[src/rtl/chirp_coef_loader_pkg.sv]
// Shared definitions for the chirp coefficient loader.
//   Q15_MAX / Q15_MIN : Q1.15 full-scale constants
//   DEFAULT_ORDER     : last chirp ROM address (ORDER+1 taps)
//   state_t           : loader FSM encoding
//   credit_ok()       : read-issue credit check (occupancy + in-flight < 2)
package chirp_coef_loader_pkg;

  localparam logic [15:0] Q15_MAX       = 16'h7FFF;
  localparam logic [15:0] Q15_MIN       = 16'h8000;
  localparam int unsigned DEFAULT_ORDER = 60;

  typedef enum logic [1:0] {
    ST_IDLE,
    ST_RUN,
    ST_DRAIN,
    ST_DONE
  } state_t;

  function automatic logic credit_ok(input logic [1:0] occ, input logic inflight);
    return ({1'b0, occ} + {2'b00, inflight}) < 3'd2;
  endfunction

endpackage

[src/rtl/chirp_coef_loader_if.sv]
// Control / ROM / coefficient-stream bundle for chirp_coef_loader.
//   master : loader side (drives ROM read and coefficient stream, status)
//   slave  : environment side (control FSM, ROM, matched-filter tap bank)
interface chirp_coef_loader_if #(
  parameter int unsigned ADDR_W = 32,
  parameter int unsigned DATA_W = 16,
  parameter int unsigned IDX_W  = 8
);
  logic              start;
  logic              abort;
  logic              rom_en;
  logic [ADDR_W-1:0] rom_addr;
  logic [DATA_W-1:0] rom_data;
  logic              coef_valid;
  logic              coef_ready;
  logic [DATA_W-1:0] coef_data;
  logic [IDX_W-1:0]  coef_index;
  logic              coef_last;
  logic              busy;
  logic              done;

  modport master (
    input  start, abort, rom_data, coef_ready,
    output rom_en, rom_addr, coef_valid, coef_data, coef_index, coef_last, busy, done
  );

  modport slave (
    output start, abort, rom_data, coef_ready,
    input  rom_en, rom_addr, coef_valid, coef_data, coef_index, coef_last, busy, done
  );
endinterface

[src/rtl/coef_skid_fifo.sv]
// Two-entry FIFO holding {tap, index, last} entries for the loader.
//   i_clk, i_rst_n : clock, async active-low reset
//   i_flush        : synchronous empty (abort)
//   i_push, i_din  : write side
//   i_pop          : read side; head is o_dout while o_valid
//   o_count        : occupancy 0..2, used by the issue-credit check
module coef_skid_fifo #(
  parameter int unsigned W = 25
) (
  input  logic         i_clk,
  input  logic         i_rst_n,
  input  logic         i_flush,
  input  logic         i_push,
  input  logic [W-1:0] i_din,
  input  logic         i_pop,
  output logic [W-1:0] o_dout,
  output logic         o_valid,
  output logic [1:0]   o_count
);
  logic [W-1:0] r_mem [2];
  logic         r_rd_ptr;
  logic         r_wr_ptr;
  logic [1:0]   r_count;
  logic         w_push;
  logic         w_pop;

  assign w_push = i_push && (r_count != 2'd2);
  assign w_pop  = i_pop && (r_count != 2'd0);

  always_ff @(posedge i_clk or negedge i_rst_n) begin
    if (!i_rst_n) begin
      for (int unsigned i = 0; i < 2; i++) r_mem[i] <= '0;
      r_rd_ptr <= 1'b0;
      r_wr_ptr <= 1'b0;
      r_count  <= 2'd0;
    end else if (i_flush) begin
      r_rd_ptr <= 1'b0;
      r_wr_ptr <= 1'b0;
      r_count  <= 2'd0;
    end else begin
      if (w_push) begin
        r_mem[r_wr_ptr] <= i_din;
        r_wr_ptr        <= ~r_wr_ptr;
      end
      if (w_pop) r_rd_ptr <= ~r_rd_ptr;
      unique case ({w_push, w_pop})
        2'b10:   r_count <= r_count + 2'd1;
        2'b01:   r_count <= r_count - 2'd1;
        default: r_count <= r_count;
      endcase
    end
  end

  assign o_dout  = r_mem[r_rd_ptr];
  assign o_valid = (r_count != 2'd0);
  assign o_count = r_count;
endmodule

[src/rtl/chirp_coef_loader.sv]
// Sequences the chirp reference ROM (registered 1-cycle read) into the
// matched-filter coefficient bank as a valid/ready tap stream.
//   i_clk, i_rst_n : clock, async active-low reset
//   bus (master)   : start/abort control, ROM read port, coefficient
//                    stream (data/index/last), busy/done status
module chirp_coef_loader
  import chirp_coef_loader_pkg::*;
#(
  parameter int unsigned ORDER   = DEFAULT_ORDER,
  parameter int unsigned ADDR_W  = 32,
  parameter int unsigned DATA_W  = 16,
  parameter int unsigned IDX_W   = 8,
  parameter bit          REVERSE = 1'b1
) (
  input  logic              i_clk,
  input  logic              i_rst_n,
  chirp_coef_loader_if.master bus
);
  localparam int unsigned FW = DATA_W + IDX_W + 1;

  state_t             r_state;
  state_t             w_next;
  logic [IDX_W-1:0]   r_cnt;
  logic               r_inflight;
  logic [IDX_W-1:0]   r_fl_idx;
  logic               r_fl_last;

  logic               w_issue;
  logic               w_abort;
  logic               w_valid;
  logic               w_bypass;
  logic               w_accept;
  logic               w_push;
  logic               w_pop;
  logic               w_last;
  logic [ADDR_W-1:0]  w_addr;
  logic [FW-1:0]      w_fifo_din;
  logic [FW-1:0]      w_fifo_dout;
  logic               w_fifo_valid;
  logic [1:0]         w_occ;

  assign w_abort = bus.abort && (r_state != ST_IDLE);
  assign w_addr  = REVERSE ? (ADDR_W'(ORDER) - ADDR_W'(r_cnt)) : ADDR_W'(r_cnt);

  // A returning ROM word is presented directly when the FIFO is empty and
  // only enters the FIFO if the sink does not take it that cycle; this is
  // what gives coef_valid two cycles after start at full throughput.
  assign w_valid    = w_fifo_valid || r_inflight;
  assign w_bypass   = !w_fifo_valid && r_inflight;
  assign w_accept   = w_valid && bus.coef_ready;
  assign w_push     = r_inflight && !(w_bypass && bus.coef_ready);
  assign w_pop      = w_fifo_valid && bus.coef_ready;
  assign w_last     = w_bypass ? r_fl_last : w_fifo_dout[0];
  assign w_fifo_din = {bus.rom_data, r_fl_idx, r_fl_last};

  coef_skid_fifo #(.W(FW)) u_fifo (
    .i_clk   (i_clk),
    .i_rst_n (i_rst_n),
    .i_flush (w_abort),
    .i_push  (w_push),
    .i_din   (w_fifo_din),
    .i_pop   (w_pop),
    .o_dout  (w_fifo_dout),
    .o_valid (w_fifo_valid),
    .o_count (w_occ)
  );

  always_ff @(posedge i_clk or negedge i_rst_n) begin
    if (!i_rst_n) r_state <= ST_IDLE;
    else          r_state <= w_next;
  end

  always_comb begin
    w_next = r_state;
    if (w_abort) begin
      w_next = ST_IDLE;
    end else begin
      unique case (r_state)
        ST_IDLE:  if (bus.start && !bus.abort) w_next = ST_RUN;
        ST_RUN:   if (w_issue && (r_cnt == IDX_W'(ORDER))) w_next = ST_DRAIN;
        ST_DRAIN: if (w_accept && w_last) w_next = ST_DONE;
        ST_DONE:  w_next = ST_IDLE;
        default:  w_next = ST_IDLE;
      endcase
    end
  end

  always_comb begin
    w_issue        = (r_state == ST_RUN) && !bus.abort && credit_ok(w_occ, r_inflight);
    bus.rom_en     = w_issue;
    bus.rom_addr   = w_issue ? w_addr : '0;
    bus.busy       = (r_state != ST_IDLE);
    bus.done       = (r_state == ST_DONE);
    bus.coef_valid = w_valid;
    bus.coef_data  = w_bypass ? bus.rom_data : w_fifo_dout[FW-1 -: DATA_W];
    bus.coef_index = w_bypass ? r_fl_idx : w_fifo_dout[IDX_W:1];
    bus.coef_last  = w_last;
  end

  // Issue counter and the single in-flight tag; rom_data is only ever
  // looked at while r_inflight is set.
  always_ff @(posedge i_clk or negedge i_rst_n) begin
    if (!i_rst_n) begin
      r_cnt      <= '0;
      r_inflight <= 1'b0;
      r_fl_idx   <= '0;
      r_fl_last  <= 1'b0;
    end else begin
      r_inflight <= w_issue;
      if (r_state == ST_IDLE) r_cnt <= '0;
      else if (w_issue)       r_cnt <= r_cnt + 1'b1;
      if (w_issue) begin
        r_fl_idx  <= r_cnt;
        r_fl_last <= (r_cnt == IDX_W'(ORDER));
      end
    end
  end
endmodule

[src/flat_wrapper.sv]
// flat-port wrapper written by rule: the top's interface ports become plain ports
module chirp_coef_loader_flat import chirp_coef_loader_pkg::*;
#(
  parameter int unsigned ORDER   = DEFAULT_ORDER,
  parameter int unsigned ADDR_W  = 32,
  parameter int unsigned DATA_W  = 16,
  parameter int unsigned IDX_W   = 8,
  parameter bit          REVERSE = 1'b1
)
  (i_clk, i_rst_n, bus_start, bus_abort, bus_rom_data, bus_coef_ready, bus_rom_en, bus_rom_addr, bus_coef_valid, bus_coef_data, bus_coef_index, bus_coef_last, bus_busy, bus_done);
  chirp_coef_loader_if #(.ADDR_W(ADDR_W), .DATA_W(DATA_W), .IDX_W(IDX_W)) bus_i ();
  input  logic i_clk;
  input  logic i_rst_n;
  input wire logic [$bits(bus_i.start)-1:0] bus_start;
  input wire logic [$bits(bus_i.abort)-1:0] bus_abort;
  input wire logic [$bits(bus_i.rom_data)-1:0] bus_rom_data;
  input wire logic [$bits(bus_i.coef_ready)-1:0] bus_coef_ready;
  output wire logic [$bits(bus_i.rom_en)-1:0] bus_rom_en;
  output wire logic [$bits(bus_i.rom_addr)-1:0] bus_rom_addr;
  output wire logic [$bits(bus_i.coef_valid)-1:0] bus_coef_valid;
  output wire logic [$bits(bus_i.coef_data)-1:0] bus_coef_data;
  output wire logic [$bits(bus_i.coef_index)-1:0] bus_coef_index;
  output wire logic [$bits(bus_i.coef_last)-1:0] bus_coef_last;
  output wire logic [$bits(bus_i.busy)-1:0] bus_busy;
  output wire logic [$bits(bus_i.done)-1:0] bus_done;
  assign bus_i.start = bus_start;
  assign bus_i.abort = bus_abort;
  assign bus_i.rom_data = bus_rom_data;
  assign bus_i.coef_ready = bus_coef_ready;
  assign bus_rom_en = bus_i.rom_en;
  assign bus_rom_addr = bus_i.rom_addr;
  assign bus_coef_valid = bus_i.coef_valid;
  assign bus_coef_data = bus_i.coef_data;
  assign bus_coef_index = bus_i.coef_index;
  assign bus_coef_last = bus_i.coef_last;
  assign bus_busy = bus_i.busy;
  assign bus_done = bus_i.done;
  chirp_coef_loader #(.ORDER(ORDER), .ADDR_W(ADDR_W), .DATA_W(DATA_W), .IDX_W(IDX_W), .REVERSE(REVERSE)) u_core (.i_clk(i_clk), .i_rst_n(i_rst_n), .bus(bus_i));
endmodule
[config.mk]
export PLATFORM = sky130hd
export DESIGN_NAME = chirp_coef_loader_flat
export DESIGN_NICKNAME = d
export VERILOG_FILES = /design/src/rtl/chirp_coef_loader_pkg.sv /design/src/rtl/chirp_coef_loader_if.sv /design/src/rtl/coef_skid_fifo.sv /design/src/rtl/chirp_coef_loader.sv /design/src/flat_wrapper.sv
export SDC_FILE = /design/constraint.sdc
export NUM_CORES = 1
export LEC_CHECK = 0
export CORE_ASPECT_RATIO = 1.25
export CORE_UTILIZATION = 38
export DETAILED_ROUTE_END_ITERATION = 10
export SLEW_MARGIN = 20
export SYNTH_ARGS = -nofsm -noshare
export SYNTH_HDL_FRONTEND = slang
export SYNTH_HIERARCHICAL = 1
export SYNTH_SLANG_ARGS = --single-unit
[constraint.sdc]
create_clock -name i_clk -period 9 [get_ports i_clk]
set_clock_uncertainty 0.05 [all_clocks]
set_input_delay 2.25 -clock i_clk [delete_from_list [all_inputs] [get_ports i_clk]]
set_output_delay 2.25 -clock i_clk [all_outputs]
set_load 0.01 [all_outputs]
# == After elaboration in Yosys (flattened, before gate mapping) ==
# Index checks and enable logic that the tools add are counted.
# totals
output_inout_bits,61
register_bits,74
in_bits,21
elab_cells,84
# classes
order_cmp,4
n_eq_ne,10
n_reduce_logical,27
addsub,5
n_bitwise,5
muxes,23
# op_table
operator,count
25-bit two-way mux,4
50-bit bitwise mux,1
32-bit two-way mux,1
25-bit demux with 1-bit select,1
8-bit two-way mux,3
16-bit two-way mux,1
1-bit logical AND,14
2-bit two-way mux,5
2-bit nonzero test,5
"3-bit by 2-bit inequality test with 1-bit output, second input constant",3
"6-bit by 8-bit subtractor with 9-bit output, first input constant",1
"8-bit by 1-bit adder with 8-bit output, second input constant",1
"8-bit by 6-bit equality test with 1-bit output, second input constant",1
2-bit one-hot mux with 4 select lines,1
"2-bit equality test, second input constant",3
1-bit two-way mux,5
"2-bit by 1-bit equality test with 1-bit output, second input constant",2
"2-bit greater-or-equal comparator, second input constant",2
1-bit NOT with 2-bit output,2
2-bit one-hot mux with 2 select lines,1
2-bit by 1-bit adder with 3-bit output,1
1-bit zero test,3
"3-bit by 2-bit < comparator with 1-bit output, second input constant",1
1-bit NOT,3
9 further kinds,9

# == Longest topological paths before layout ==
# Gate-level depths: netlist (run 1).
# logic_depth
depth_word,10
depth_mapped,8

# == Cells and area by module ==
# Netlist (run 1), hierarchy kept.
# by_module_without_submodules
mod,area_each_um2,n_inst,cells_each
coef_skid_fifo,2396.0,1,157
chirp_coef_loader,1689.1,1,189

# == Least setup slack after synthesis (run 1) ==
# Ideal clock, no wire load.
# synth_timing
path_type,input -> output
from,input port bus_abort
to,output port bus_rom_addr[10]
slack_ns,2.895
arrival_ns,3.805
n_path_buf,2
stages,6
cell_sequence,nor3b_1 -> nand2_1 -> inv_2 -> buf_2 -> o31a_1 -> buf_4
# synth_via
elab_chain_len,4
# synth_rtl
element,line_no,text
"start, declared",flat_wrapper.sv:15,input wire logic [$bits(bus_i.abort)-1:0] bus_abort;
1-bit zero test,chirp_coef_loader.sv:89,"w_issue = (r_state == ST_RUN) && !bus.abort && credit_ok(w_occ, r_inflight);"
1-bit logical AND (2 in series),chirp_coef_loader.sv:89,
net bus_rom_en,flat_wrapper.sv:18,output wire logic [$bits(bus_i.rom_en)-1:0] bus_rom_en;
32-bit two-way mux,chirp_coef_loader.sv:91,bus.rom_addr = w_issue ? w_addr : '0;
"end, declared",flat_wrapper.sv:19,output wire logic [$bits(bus_i.rom_addr)-1:0] bus_rom_addr;
# The timed path passes the listed nets, and every way through them passes these cells.

# == Worst setup path after layout (run 1) ==
# layout_timing
from,input port bus_abort
to,output port bus_rom_addr[22]
# layout_via
elab_chain_len,4
# layout_rtl
element,line_no
1-bit zero test,chirp_coef_loader.sv:89
1-bit logical AND (2 in series),chirp_coef_loader.sv:89
32-bit two-way mux,chirp_coef_loader.sv:91
# No other way between the ends.

==> results of run 1 <==
## critical path, delay by kind of cell
| kind | cells | cell delay [ps] |
|---|---|---|
| AO/OA/AOI/OAI | 1 | 630 |
| AND/OR/NAND/NOR | 2 | 710 |
| buffers and inverters | 3 | 1510 |
## cell families after synthesis
group,count (synthesis)
AND/OR/NAND/NOR,75
flip-flops,74
multiplexers,101
adder cells (fa/ha/maj),6
AO/OA/AOI/OAI,23
XOR/XNOR,14
buffers and inverters,53
## sequential cells by signal, indices dropped and copies added (netlist names)
signal	cells
u_core/u_fifo/r_rd_ptr	1
u_core/r_fl_last	1
u_core/r_cnt	8
u_core/r_inflight	1
u_core/u_fifo/o_count	2
u_core/r_state	2
u_core/u_fifo/r_wr_ptr	1
u_core/r_fl_idx	8
u_core/u_fifo/r_mem	50
## final cells by class
type	instances	area (µm²)	area share, %
multi-input cells	219	1920	37.8
repair buffers	84	831	16.4
well taps	129	161	3.18
clock buffers	10	239	4.71
flip-flops and latches	74	1850	36.5
inverters	11	41.3	0.813
clock inverters	5	31.3	0.616
## cell usage in the layout, fill, tap and decap left out, types with 2 or more instances in the layout
| cell | instances |
|---|---|
| xnor2_1 | 10 |
| xor2_1 | 4 |
| nor2b_1 | 2 |
| nand4_1 | 2 |
| nor4_4 | 2 |
| dfrtp_1 | 74 |
| nand2b_1 | 3 |
| clkbuf_16 | 9 |
| a21oi_1 | 6 |
| nor4b_2 | 2 |
| nor3b_1 | 2 |
| ha_1 | 6 |
| o211ai_1 | 2 |
| mux2_2 | 98 |
| nor4_1 | 2 |
| inv_1 | 9 |
| clkinv_2 | 3 |
| buf_4 | 4 |
| or2_2 | 3 |
| nand3_1 | 2 |
| nand2_1 | 26 |
| and2_1 | 3 |
| mux2_1 | 2 |
| inv_2 | 2 |
| a21o_1 | 3 |
| o21ai_0 | 5 |
| clkdlybuf4s50_1 | 80 |
| nor2_1 | 17 |
## stage by stage
stage,util (%),std cells,cell area (µm²),worst slack (ps)
floorplan,-,346,4090,2890
global placement,46.8,517,4810,1720
detailed placement,46.8,517,4810,1530
CTS,49.5,532,5080,1530
global route,49.5,532,5080,1300
finish,49.5,532,5080,1590
## routing by layer
layer / track usage [%] / share of wire, % / routed length (µm)
met1: 21.2 / 49 / 4100
met3: 3.29 / 3.6 / 303
met5: 0 / 0 / 0
met4: 5.11 / 1.4 / 119
met2: 24.2 / 46 / 3780
## power breakdown
group	switching, µW	internal [µW]	leakage [µW]
combinational	237	334	0.00113
sequential	56.1	415	0.000987
clock	131	191	0.000134
## final timing paths
path | slack [ps] | endpoint | depth (start not counted)
max | 1590 | bus_rom_addr[22] | 6
min | 430 | u_core/u_fifo/r_mem[32]$_DFFE_PN0P_ | 1
max reg2reg | 5650 | u_core/u_fifo/r_mem[25]$_DFFE_PN0P_ | 7
min reg2reg | 430 | u_core/u_fifo/r_mem[32]$_DFFE_PN0P_ | 1
max in group asynchronous | 6250 | u_core/r_fl_idx[0]$_DFFE_PN0P_ | 1
min in group asynchronous | 2010 | u_core/u_fifo/r_mem[12]$_DFFE_PN0P_ | 1
==> PnR_summary.wiki, run 1 <==
{| class="wikitable"
! Metric !! Value
|-
| Run status || complete, no violations
|-
| Static Leak || around 0.0023 µW
|-
| Post-synth top area cell || dfrtp_1
|-
| Type of the worst min-delay path || flop to flop
|-
| Die Span Y || ~120 µm
|-
| Share of synthesized area occupied by flip-flops and latches || 45.3%
|-
| Share of flip-flops with an asynchronous set or reset || 100%
|-
| Most repeated cell in the gate-level netlist after synthesis || mux2_2
|-
| Hold buffer count at CTS || 0
|-
| Share of final-layout standard cells stronger than drive strength 1 || 32.0%
|-
| Antenna diode count || 0
|-
| Post-Synth XOR/XNOR Area || 3.00%
|-
| Final Net Count || 426
|-
| Number of enable flip-flop cells after synthesis || 0
|-
| Setup repair after global routing missed its margin || no
|-
| Clock Path Buffers || 2
|-
| TritonCTS buffer count || 9
|-
| Shortest period the worst path allows || 7410 ps
|-
| IO buf count || 81
|-
| Clk Tree Root Cell || clkbuf_16
|-
| Period Utilization, post-route || 82.3%
|-
| Clock latency at the later pin of the worst-skew pair || 320 ps
|-
| Standard cell core area || 0.0103 mm²
|-
| Synthesized instance count || around 350
|-
| Die ar. || 0.0112 mm²
|-
| H-tree level count || 3
|-
| Sinks on Clock Net || 74
|-
| Kind of critical path || primary input to primary output
|-
| Total Wirelength || 8.31 mm
|-
| Startpoint class of the critical path || primary input
|-
| Area growth from synthesis to layout || 24.3%
|-
| CTS tree || built
|-
| Slew headroom || 36.2%
|-
| Critical path startpoint || bus_abort
|-
| Max IR drop VDD || 0.128 mV
|-
| Num rows || 41
|-
| Cell area after technology mapping || about 0.004 mm²
|-
| Warnings, synthesis || 6
|-
| Critical Path Slowest Stage Cell || clkdlybuf4s50_1
|-
| Final hold violations || 0
|-
| Post-synthesis compound-gate area fraction || 3.86%
|-
| Pin count of the biggest net entering global routing || 75
|-
| Tot GR Track Use || between 15 and 20%
|-
| Most used flip-flop cell after synthesis || dfrtp_1
|-
| Fin Setup TNS || 0 ps
|-
| Post-synth top area share || a little under half
|-
| Via density per instance || 4.96
|-
| Detailed Place HPWL || 5.48 mm
|-
| Vias in the first global route || 2719
|-
| Detailed Route Iter0 Violations || 77
|-
| Total nets after synthesis || around 370
|-
| Starting Density || 39.8%
|-
| Congestion Overflow GR || 0
|-
| Post-Route Hold Slack || 433 ps
|-
| Unique cell type count in the Yosys netlist || 45
|-
| I/O pin count || 82
|-
| Maximum fanout count along the critical path || 24
|-
| Setup Viol. Count Final || 0
|-
| Routed length per instance || 15.6 µm
|-
| Leading cell types by count after synthesis || 98 x mux2_2, 74 x dfrtp_1, 26 x nand2_1
|-
| Overall via count from detail_route || 2641
|-
| Maximum capacitance violations || 0
|-
| First-pass GRT wire length || 13.5 mm
|-
| Final Wtd Congestion || 0.874
|-
| Synth top area cells || dfrtp_1 45%, mux2_2 27%, buf_4 4.2%, nand2_1 2.4%, xnor2_1 2.1%
|-
| Endpoint type of the worst setup path || primary output
|-
| Antenna violations before repair || 0
|-
| Worst path most repeated cell || clkdlybuf4s50_1
|-
| Syn_area_per_cell || 11.8 µm²
|-
| TritonRoute pass-1 iters || 4
|-
| Number of resized instances in the post-cts repair step || 0
|-
| Chip width || 94.7 µm
|-
| Multiplexer area fraction after synthesis || 27.8%
|-
| Data required time at the worst endpoint || 6700 ps
|-
| Flip-flop and latch count after synthesis || 74
|-
| Combinational family with the most area after synthesis || multiplexers
|-
| Simple-gate share of the synthesized area || 10.5%
|-
| Clock slew seen by the registers of the worst setup and hold paths || 60 ps
|-
| Highest clock frequency the design can meet || around 0.13 GHz
|-
| Remaining antenna violation count || 0
|-
| Total DRC errors in the routed layout || 0
|-
| CP Cell Sequence || clkdlybuf4s50_1, nor3b_1, nand2_1, inv_2, o31a_1, clkdlybuf4s50_1
|-
| Startpoint of the worst register-to-register path || u_core/u_fifo/o_count[1]$_DFFE_PN0P_
|-
| Pwr Total || about 1400 µW
|-
| Number of fillers in the final layout || 960
|-
| Number of slew-limit violations in the final report || 0
|-
| Slew of the pin with the lowest slew margin || between 900 and 1000 ps
|-
| PD cells || 269 mW/mm²
|-
| Hold Startpoint || u_core/u_fifo/r_mem[32]$_DFFE_PN0P_
|-
| Adder-cell area share of the yosys netlist || 1.84%
|-
| Data arrival time at the worst-slack endpoint || 5110 ps
|-
| Buffers inserted during post-CTS setup optimization || 0
|-
| CP peak stage delay || slightly below 700 ps
|}
(Power assumes the default switching activity.)
==> run 2: changes to the inputs <==
- clock period: 9 -> 6.05 ns (I/O delays scaled with it)
==> PnR_summary.wiki, run 2 (synthesis gave the netlist of run 1 again) <==
{| class="wikitable"
! Metric !! Value
|-
| Number of fillers in the final layout || 950
|-
| Critical path startpoint || bus_abort
|-
| Final hold violations || 0
|-
| Total DRC errors in the routed layout || 0
|-
| Endpoint type of the worst setup path || primary output
|-
| Pin count of the biggest net entering global routing || 75
|-
| Standard cell core area || 0.0103 mm²
|-
| End of the worst register-to-register path || u_core/u_fifo/r_mem[2]$_DFFE_PN0P_
|-
| Critical Path Slowest Stage Cell || clkdlybuf4s50_1
|-
| Non-Filler Instances || 534
|-
| Smallest setup slack after layout || 565 ps
|-
| Static Leak || 0.00229 µW
|-
| Routed length per instance || 15.6 µm
|-
| Worst path most repeated cell || clkdlybuf4s50_1
|-
| Overall via count from detail_route || 2650
|-
| Stages on worst setup path || 6
|-
| Hold Startpoint || u_core/u_fifo/r_mem[48]$_DFFE_PN0P_
|-
| Detailed Place HPWL || roughly 5.5 mm
|-
| Number of slew-limit violations in the final report || 0
|-
| TritonRoute pass-1 iters || 4
|-
| Final Wtd Congestion || 0.797
|-
| Hold buffer count at CTS || 0
|-
| Family with the most delay on the worst path || buffers and inverters
|-
| Run status || complete, no violations
|-
| Die ar. || 0.0112 mm²
|-
| Tot GR Track Use || 15.7%
|-
| Area growth from synthesis to layout || 25.8%
|-
| Final Net Count || 428
|-
| TritonCTS buffer count || 9
|-
| Shortest period the worst path allows || between 5000 and 6000 ps
|-
| Slew headroom || 28.4%
|-
| Length in cells of the worst reg-to-reg path || 5
|-
| Period Utilization, post-route || approximately 91%
|-
| Num rows || approximately 40
|-
| Data arrival time at the worst-slack endpoint || 3920 ps
|-
| CP Cell Sequence || clkdlybuf4s50_1, nor3b_1, nand2_1, inv_2, o31a_1, clkdlybuf4s50_1
|-
| CTS tree || built
|-
| Capture endpoint of the worst hold path || u_core/u_fifo/r_mem[48]$_DFFE_PN0P_
|-
| Antenna diode count || 0
|-
| Buffers inserted during post-CTS setup optimization || 0
|-
| Number of resized instances in the post-cts repair step || 0
|-
| Startpoint of the worst register-to-register path || u_core/u_fifo/o_count[1]$_DFFE_PN0P_
|-
| IO buf count || 81
|-
| Kind of critical path || primary input to primary output
|-
| Cell Count Post-Placement || 519
|-
| Detailed Route Iter0 Violations || between 50 and 60
|-
| CP peak stage delay || 680 ps
|-
| Highest clock frequency the design can meet || 0.182 GHz
|-
| Total Wirelength || 8.31 mm
|-
| Leading cell types in the layout, fill and taps excluded || 98 x mux2_2, 80 x clkdlybuf4s50_1, 74 x dfrtp_1
|-
| Die Span Y || 118 µm
|-
| Clock slew seen by the registers of the worst setup and hold paths || about 60 ps
|-
| PD cells || 412 mW/mm²
|-
| Remaining antenna violation count || 0
|-
| Congestion Overflow GR || 0
|-
| Fin Setup TNS || 0 ps
|-
| Antenna violations before repair || 0
|-
| Most common library cell in the layout ignoring fill and taps || mux2_2
|-
| Hold Crit Depth || 1
|-
| Clock Path Buffers || 2
|-
| Register-to-register setup slack || 3070 ps
|-
| Via density per instance || 4.96
|-
| I/O pin count || 82
|-
| H-tree level count || 3
|-
| First-pass GRT wire length || 13.7 mm
|-
| Clk Tree Root Cell || clkbuf_16
|-
| Setup WS pre-CTS || 531 ps
|-
| Clock latency at the later pin of the worst-skew pair || 320 ps
|-
| Sinks on Clock Net || 74
|-
| Max FFs per register || 50
|-
| Slew of the pin with the lowest slew margin || 1070 ps
|-
| Largest registers || u_core/u_fifo/r_mem: 50 flops, u_core/r_cnt: 8 flops, u_core/r_fl_idx: 8 flops
|-
| Chip width || 94.7 µm
|-
| Crit path buffers/inverters || 3
|-
| Maximum fanout count along the critical path || 24
|-
| Share of final-layout standard cells stronger than drive strength 1 || 32.3%
|-
| Register name with the most flops || u_core/u_fifo/r_mem
|-
| Setup Viol. Count Final || 0
|-
| Type of the worst min-delay path || flop to flop
|-
| Maximum capacitance violations || 0
|-
| Data required time at the worst endpoint || 4490 ps
|-
| Max IR drop VDD || 0.184 mV
|-
| Vias in the first global route || ~2800
|-
| Starting Density || 39.8%
|-
| Setup repair after global routing missed its margin || no
|-
| Post-Route Hold Slack || 433 ps
|-
| Startpoint class of the critical path || primary input
|}
run 2: routing by layer:
layer  up-vias  share of wire, %  track usage, %
met4         0               1.5            6.53
met2        55                48            25.6
met5         -                 0               0
met1      1287                47            20.6
met3        10               3.7            2.26
li1       1298                 -               -
run 2: power breakdown:
| group | total (µW) | switching, µW | internal (µW) |
|---|---|---|---|
| sequential | 714 | 96.1 | 618 |
| combinational | 841 | 339 | 502 |
| clock | 563 | 194 | 369 |
run 2: layout make-up:
class                      instances  area (µm²)  share of cell area [%]
sequential                        74        1850                    36.0
tap                              129         161                    3.14
inverter                          11        41.3                   0.804
multi-input combinational        219        1920                    37.4
clock buffer                      10         239                    4.65
timing repair buffer              86         846                    16.5
clock inverter                     5        78.8                    1.53
run 2: metrics by stage:
step                total power, µW  instance area (µm²)  util [%]
CTS                            2150                 5140      50.1
detailed placement             1570                 4820      47.0
global route                   2250                 5140      50.1
global placement               1560                 4820      47.0
finish                         2120                 5140      50.1
floorplan                      1230                 4090         -
run 2: worst max path at each step:
stage | slack, ps | to
6_report | 570 | bus_rom_addr[22]
4_1_cts | 510 | bus_rom_addr[15]
2_1_floorplan | 1420 | bus_rom_addr[10]
3_3_place_gp | 680 | bus_rom_addr[11]
3_5_place_dp | 530 | bus_rom_addr[15]
5_1_grt | 360 | bus_rom_addr[23]
==> patch: new RTL, settings of run 2 <==
Reset style: synchronous (`i_rst_n`), changed in 3 clocked blocks. Comments in the files are not updated.
--- a/src/rtl/coef_skid_fifo.sv
+++ b/src/rtl/coef_skid_fifo.sv
@@ -27,7 +27,7 @@
   assign w_push = i_push && (r_count != 2'd2);
   assign w_pop  = i_pop && (r_count != 2'd0);
 
-  always_ff @(posedge i_clk or negedge i_rst_n) begin
+  always_ff @(posedge i_clk) begin
     if (!i_rst_n) begin
       for (int unsigned i = 0; i < 2; i++) r_mem[i] <= '0;
       r_rd_ptr <= 1'b0;
--- a/src/rtl/chirp_coef_loader.sv
+++ b/src/rtl/chirp_coef_loader.sv
@@ -65,7 +65,7 @@
     .o_count (w_occ)
   );
 
-  always_ff @(posedge i_clk or negedge i_rst_n) begin
+  always_ff @(posedge i_clk) begin
     if (!i_rst_n) r_state <= ST_IDLE;
     else          r_state <= w_next;
   end
@@ -99,7 +99,7 @@
 
   // Issue counter and the single in-flight tag; rom_data is only ever
   // looked at while r_inflight is set.
-  always_ff @(posedge i_clk or negedge i_rst_n) begin
+  always_ff @(posedge i_clk) begin
     if (!i_rst_n) begin
       r_cnt      <= '0;
       r_inflight <= 1'b0;
Formal check against the unedited RTL: differs if i_rst_n is asserted again (counterexample within 4 cycles, from zero or initial values and one cycle with i_rst_n low); with i_rst_n held inactive, the same outputs for 4 cycles.
==> patch against run 2 <==
First-iteration DRC count grew 74%; sequential cell count rose by 1; routed wire length shrank 6.0%; area after synthesis down 0.67%; setup slack better by 0.11 ns; register-to-register slack improved by 0.71 ns; cell area up 0.41%.
Power is not compared: it rests on default switching activity, and its combinational part moved more than twofold at a synthesized area within 25%.
==> patch: results (changes against run 2) <==
[yosys]
synth.largest_area_cell = edfxtp_1
synth_edf_count = 50  ; +50
ys_async_sr_fraction = 0  ; -1.00
synth_common_cells = and2_1 (54), edfxtp_1 (50), mux2_2 (42)
synth_cell_types = 40  ; -11%
syn-num-nets = 381  ; +2.1%
synthCells = 352  ; +1.7%

[timing]
whs_ns = 0.440  ; +0.00646 ns
worst_pin_slew_ns = 0.696  ; -0.378 ns

[route]
routed-via-count = 2657  ; +0.26%
first_iter_violations = 92  ; +74%

[final_layout]
final_nets = 442  ; +3.3%

[run_status]
status = finished clean

[grt]
grt_usage = 0.148  ; -0.00881
use_met3 = 0.0349  ; +0.0123
grt_pass1_vias = 2641  ; -6.2%
met2_usage = 0.250  ; -0.00630
grt_max_degree = 26  ; -65%

[critical_path]
reg2reg_to = u_core/u_fifo/r_mem[1][11]$_SDFFCE_PN0P_
arrival_ns = 3.81  ; -0.11 ns
rr_startpoint = u_core/u_fifo/o_count[0]$_SDFFE_PP0P_
ff2ff_path_depth = 7  ; +2

[hold_path]
min_from = u_core/r_fl_idx[1]$_SDFFE_PN0P_
min_path_cells = 2  ; +1
min_to = u_core/r_fl_idx[1]$_SDFFE_PN0P_

[placed_design]
dp_slack_ns = 0.625  ; +0.0946 ns
placed_cells = 531  ; +2.3%
detailed_place_hpwl_um = 4960  ; -9.8%
place_area_um2 = 4810  ; -0.23%

-- patch: cell types whose count changed in the layout (fill, tap and decap cells not counted), sizes merged, moves of 4 or more --
cell    before  now
dfrtp       74    0
edfxtp       0   50
or3          1    5
and2         3   54
mux2       100   50
a21boi       1   11
dfxtp        0   25
-- patch: worst max path at each step --
| stage | slack [ns] | startpoint | cells past startpoint | endpoint |
|---|---|---|---|---|
| floorplan | 1.41 | bus_abort | 6 | bus_rom_addr[10] |
| global placement | 0.74 | bus_abort | 6 | bus_rom_addr[10] |
| detailed placement | 0.63 | bus_abort | 6 | bus_rom_addr[9] |
| CTS | 0.63 | bus_abort | 6 | bus_rom_addr[9] |
| global route | 0.49 | bus_abort | 6 | bus_rom_addr[23] |
| finish | 0.67 | bus_abort | 6 | bus_rom_addr[21] |
-- patch: power breakdown --
part	internal, mW	leakage (nW)	switching, mW
Combinational	0.121	1.01	0.110
Sequential	0.567	0.713	0.0109
Clock	0.406	0.170	0.209
Total	1.09	1.89	0.330
-- patch: area by class of cell --
type | count | area (µm²)
clock buffers | 9 | 225
clock inverters | 7 | 125
fillers | 943 | 5100
inverters | 12 | 45.0
multi-input cells | 226 | 1730
flip-flops and latches | 75 | 2000
well taps | 129 | 161
repair buffers | 89 | 871
-- patch: cells by family after synthesis --
logic type | share of synthesized area
compound gates | 0.0521
xor+xnor | 0.0302
buf+inv | 0.0802
flops | 0.493
mux | 0.139
fa+ha+maj | 0.0247
simple gates | 0.181
-- patch: layer usage --
metal,wire (µm),up-vias
li1,-,1315
met5,0,-
met2,3800,66
met1,3540,1270
met4,60,0
met3,404,6
-- patch: worst max-delay path, cell delays in order --
cell and delay [ns]:
clkdlybuf4s50_1 0.47, nor3b_4 0.36, nand2_1 0.14, inv_2 0.07
o31a_1 0.58, clkdlybuf4s50_1 0.68
